### src/rtl/ama_riscv_fetch_pkg.sv
// AMA-RISCV fetch shared definitions.
// Next-PC selects and bubble instruction, shared with the decoder.
package ama_riscv_fetch_pkg;

  typedef enum logic [1:0] {
    PC_SEL_INC4       = 2'd0,
    PC_SEL_ALU        = 2'd1,
    PC_SEL_BP         = 2'd2,
    PC_SEL_START_ADDR = 2'd3
  } pc_sel_e;

  localparam logic [31:0] NOP_INST_DEF = 32'h0000_0013;

endpackage

### src/rtl/ama_riscv_reset_seq.sv
// Post-reset pipeline-clear sequencer: 111 -> 110 -> 100 -> 000.
// Ports: clk, rst (async high) in; clear_rst_id/ex/mem out.
module ama_riscv_reset_seq (
  input  logic clk,
  input  logic rst,
  output logic clear_rst_id,
  output logic clear_rst_ex,
  output logic clear_rst_mem
);

  logic [2:0] rst_seq_q;
  logic [2:0] rst_seq_d;

  always_comb begin
    rst_seq_d = {rst_seq_q[1:0], 1'b0};
  end

  always_ff @(posedge clk or posedge rst) begin
    if (rst) rst_seq_q <= 3'b111;
    else     rst_seq_q <= rst_seq_d;
  end

  assign clear_rst_id  = rst_seq_q[0];
  assign clear_rst_ex  = rst_seq_q[1];
  assign clear_rst_mem = rst_seq_q[2];

endmodule

### src/rtl/ama_riscv_fetch.sv
// AMA-RISCV IF stage and IF/ID boundary: PC, next-PC, IMEM drive.
// Ports: decoder ctrl in, IMEM en/addr/rdata, inst/pc/valid to ID.
module ama_riscv_fetch
  import ama_riscv_fetch_pkg::*;
#(
  parameter logic [31:0] RESET_VECTOR = 32'h0000_0000,
  parameter int          IMEM_AW      = 14,
  parameter logic [31:0] NOP_INST     = NOP_INST_DEF
) (
  input  logic               clk,
  input  logic               rst,
  input  logic [1:0]         pc_sel,
  input  logic [1:0]         pc_we,
  input  logic               stall_if,
  input  logic               clear_if,
  input  logic [31:0]        alu_out,
  input  logic [31:0]        bp_target,
  output logic               imem_en,
  output logic [IMEM_AW-1:0] imem_addr,
  input  logic [31:0]        imem_rdata,
  output logic [31:0]        inst_id,
  output logic [31:0]        pc_id,
  output logic               inst_valid_id,
  output logic               clear_rst_id,
  output logic               clear_rst_ex,
  output logic               clear_rst_mem
);

  logic [31:0] pc_q, pc_d;
  logic [31:0] pc_id_q, pc_id_d;
  logic        bub_q, bub_d;
  logic [31:0] nxt;
  logic        first;
  logic        hold;
  logic        unused;

  ama_riscv_reset_seq u_rst_seq (
    .clk           (clk),
    .rst           (rst),
    .clear_rst_id  (clear_rst_id),
    .clear_rst_ex  (clear_rst_ex),
    .clear_rst_mem (clear_rst_mem)
  );

  // First cycle after reset ignores all decoder control.
  assign first = clear_rst_id;

  always_comb begin
    nxt = pc_q + 32'd4;
    unique case (pc_sel_e'(pc_sel))
      PC_SEL_INC4:       nxt = pc_q + 32'd4;
      PC_SEL_ALU:        nxt = {alu_out[31:2], 2'b00};
      PC_SEL_BP:         nxt = {bp_target[31:2], 2'b00};
      PC_SEL_START_ADDR: nxt = RESET_VECTOR;
      default:           nxt = pc_q + 32'd4;
    endcase
  end

  always_comb begin
    hold    = ~first & (stall_if | (pc_we == 2'b00));
    pc_d    = pc_q;
    pc_id_d = pc_id_q;
    bub_d   = bub_q | clear_if;
    if (first) begin
      pc_d    = RESET_VECTOR + 32'd4;
      pc_id_d = RESET_VECTOR;
      bub_d   = 1'b0;
    end else if (!hold) begin
      pc_d    = nxt;
      pc_id_d = pc_q;
      bub_d   = clear_if;
    end
  end

  always_ff @(posedge clk or posedge rst) begin
    if (rst) begin
      pc_q    <= RESET_VECTOR;
      pc_id_q <= RESET_VECTOR;
      bub_q   <= 1'b1;
    end else begin
      pc_q    <= pc_d;
      pc_id_q <= pc_id_d;
      bub_q   <= bub_d;
    end
  end

  assign imem_en       = ~rst & ~hold;
  assign imem_addr     = pc_q[IMEM_AW+1:2];
  assign inst_id       = bub_q ? NOP_INST : imem_rdata;
  assign inst_valid_id = ~bub_q;
  assign pc_id         = pc_id_q;

  assign unused = ^{alu_out[1:0], bp_target[1:0],
                    pc_q[31:IMEM_AW+2], pc_q[1:0]};

endmodule

### config.mk
export PLATFORM = sky130hd
export DESIGN_NAME = ama_riscv_fetch
export DESIGN_NICKNAME = d
export VERILOG_FILES = /design/src/rtl/ama_riscv_fetch_pkg.sv /design/src/rtl/ama_riscv_reset_seq.sv /design/src/rtl/ama_riscv_fetch.sv
export SDC_FILE = /design/constraint.sdc
export NUM_CORES = 1
export LEC_CHECK = 0
export ABC_AREA = 1
export BUFFER_PORTS_ARGS = -buffer_cell sky130_fd_sc_hd__buf_2
export CORE_MARGIN = 1
export CORE_UTILIZATION = 48
export CTS_CLUSTER_SIZE = 16
export DETAILED_ROUTE_END_ITERATION = 10
export PLACE_DENSITY = 0.88
export SYNTH_ARGS = -nofsm -noshare
export SYNTH_HDL_FRONTEND = slang
export SYNTH_SLANG_ARGS = --single-unit
### constraint.sdc
create_clock -name clk -period 2.37 [get_ports clk]
set_input_delay 0.237 -clock clk [delete_from_list [all_inputs] [get_ports clk]]
set_output_delay 0.237 -clock clk [all_outputs]
set_load 0.1 [all_outputs]
==> results by group <==
Pwr
  • NetSw: 1.30 mW
  • Comb power frac: 0.301
  • P_leak: 2.78 nW
  • PD cells: 630 nW/um2
  • VDD IR max: 310 uV
  • Flop pwr share: 0.366
  • Net Sw Frac: 0.388
  • Clock power frac: 0.332
  • Internal power: 2.05 mW

CTS
  • CTS sink cnt: 65
  • CTS tree: built
  • CTS root buf: clkbuf_8
  • Clock latency on the worst-skew pair: 0.34 ns
  • # hold bufs at CTS: 0
  • Clock H-tree levels: 3
  • CTS buffer count: 9
  • Clock transition at the registers of the reported paths: 0.07 ns
  • Post-CTS resize count: 0
  • Max clock buf depth: 2
  • Setup Fix Bufs, Post-CTS: 0

Timing
  • Hold_ws: -0.00943 ns
  • Setup Viol. Count Final: 0
  • Actual slew at the worst max-slew pin: 0.614 ns
  • Relative slew margins: 0.590
  • RSZ-0062 raised after global routing: false
  • Fmax: 512 MHz
  • Slew Limit Fails: 0
  • Final hold violation count: 11
  • Setup TNS: 0 ns
  • Tmin final: 1.95 ns
  • Setup Skew: 0.00821 ns
  • Tcrit/Tclk final: 0.824

Yosys
  • EDFF count, synth: 0
  • Gate Count Post-Synth: 627
  • Top_reg_cell synth: dfrtp_1
  • Flops & latches, synth: 65
  • Async set-reset flop share out of synthesis: 1.00
  • Area leader, netlist: dfrtp_1
  • Synth top area share: 0.365
  • Top cells by area, synth: dfrtp_1 36%, nand2_1 17%, o21ai_0 9.6%
  • Mapped Nets: 732
  • Sequential element share of the synthesized area: 0.390
  • Ys Warns: 0
  • Synth Cell Area: 4190 um2
  • Synth cell types: 29
  • Syn_area_per_cell: 6.68 um2

Floorplan
  • Die X: 95.4 um
  • Die ar.: 9100 um2
  • IO Pins: 187
  • Die Ht: 95.4 um
  • Core area: 8340 um2
  • Initial core utilization: 0.502
  • Core Rows: 33

Routing
  • DRC Markers: 0
  • Routed Antenna Nets: 0
  • Vias: 4487
  • Initial DRT Pass Iterations: 6
  • Via/cell ratio: 4.99
  • Drt initial violations: 267
  • Post-Route WL: 11.7 mm
  • Routed len/inst: 13.0 um

Layout
  • Fill count: 792
  • # diodes: 0
  • Footprint of the multi-input gates: 1990 um2
  • Most frequent cells in the layout: 192 x nand2_1, 181 x buf_2, 80 x o21ai_0, 76 x inv_1, 61 x dfrtp_1
  • Fin nets: 894
  • FF/Latch Area: 1630 um2
  • Layout cell share with drive strength beyond 1: 0.297
  • Synth-to-layout area growth: 26.9%
  • Final core occ: 0.637
  • Most common cell after layout, fill and taps aside: nand2_1

Worst setup path
  • Flop2flop setup slack: 0.65 ns
  • Slowest cell on the critical path: dfstp_2
  • Worst R2R Start: pc_q[3]
  • CP arrival: 1.72 ns
  • Max Fanout on Critical Path: 25
  • CP Capture Type: primary output
  • Worst r2r dst: pc_q[14]
  • Bufs and invs on worst path: 1
  • FF-to-FF path depth: 8
  • CP Data Required Time: 2.13 ns
  • Crit path launch type: flip-flop
  • Max incr delay on CP: 0.78 ns
  • Largest delay contributor family on the critical path: flip-flops
  • CP Cell Sequence: or2_2 > buf_2
  • CP Class: flip-flop to primary output

Global route
  • Antenna violations before repair: 0
  • Via count of the first global-routing pass: 3951
  • First-pass GRT wire length: 18.3 mm
  • Total track usage: 0.263
  • Gr ovfl total: 0
  • Largest net degree at the start of global routing: 54

Hold path
  • Min-delay worst type: input port to asynchronous set/reset pin

Place
  • Final GP Congestion: 0.917
  • DPL Wire Length: 8.82 mm
  • PortBufs: 182

Run status
  • Status: finished with violations
  • Failing checks: negative hold slack

Run
  • Max-Cap Viols: 0
## synthesized netlist by cell type (5+ instances only)
master,instances
nand2_1,192
o21ai_0,80
inv_1,77
dfrtp_1,61
nor2_1,59
nand3_1,34
a21oi_1,33
buf_4,17
o21ai_1,10
clkbuf_1,9
nor2_4,8
buf_2,6
nand2_2,6
buf_6,5
## how the worst max path moves through the flow
stage | start | to | slack (ns) | depth (start not counted)
4_1_cts | bub_q | inst_id[0] | 0.40 | 2
3_3_place_gp | pc_we[1] | pc_q[2] | 0.71 | 7
5_1_grt | bub_q | inst_id[21] | 0.31 | 3
2_1_floorplan | bub_q | inst_id[10] | 0.18 | 3
6_report | bub_q | inst_id[0] | 0.42 | 2
3_5_place_dp | pc_we[1] | pc_id[16] | 0.68 | 8
## power by group through the flow
stage	clock [mW]	sequential (mW)	combinational, mW
after global placement	0	1.24	1.00
final	1.11	1.23	1.01
after detailed placement	0	1.24	1.01
after global routing	1.17	1.24	1.07
after CTS	1.12	1.22	1.01
after floorplan	0	1.36	0.690
## layout make-up
| class | count | share of cell area |
|---|---|---|
| Tap cell | 105 | 0.0247 |
| Clock inverter | 2 | 0.0113 |
| Multi-Input combinational cell | 441 | 0.374 |
| Sequential cell | 65 | 0.307 |
| Timing Repair Buffer | 192 | 0.193 |
| Clock buffer | 14 | 0.0325 |
| Inverter | 80 | 0.0566 |
## layer usage
metal	routed length, um	track usage	up-vias
li1	-	-	2270
met1	5060	0.343	2015
met2	5590	0.449	184
met3	920	0.0558	18
met4	159	0.0609	0
met5	0	0	-
## flip-flops by register name, summed over array words and instances (netlist names)
| register | flops |
|---|---|
| pc_id | 31 |
| pc_q | 30 |
| u_rst_seq.rst_seq_q | 3 |
| bub_q | 1 |
## cell families (layout without fill, tap and decap cells)
logic type | after synthesis | count (layout) | share of synthesized area
buffers and inverters | 121 | 288 | 0.137
and+or+nand+nor | 314 | 314 | 0.319
other | 1 | 1 | 0.000896
DFF | 65 | 65 | 0.390
adders and majority gates | 1 | 1 | 0.00299
AOI/OAI and AO/OA | 125 | 125 | 0.151
## per-stage QoR
| step | instances | cell area [um2] | setup slack, ns | hold WS [ns] | power [mW] |
|---|---|---|---|---|---|
| detailed placement | 883 | 5080 | 0.677 | 0.357 | 2.26 |
| floorplan | 627 | 4190 | 0.180 | 0.368 | 2.05 |
| CTS | 899 | 5310 | 0.402 | 0.0141 | 3.36 |
| finish | 899 | 5310 | 0.418 | -0.00943 | 3.34 |
| global route | 899 | 5310 | 0.311 | 0.0446 | 3.47 |
| global placement | 883 | 5080 | 0.708 | 0.354 | 2.25 |
No activity file was read; power rests on OpenSTA's default activity.
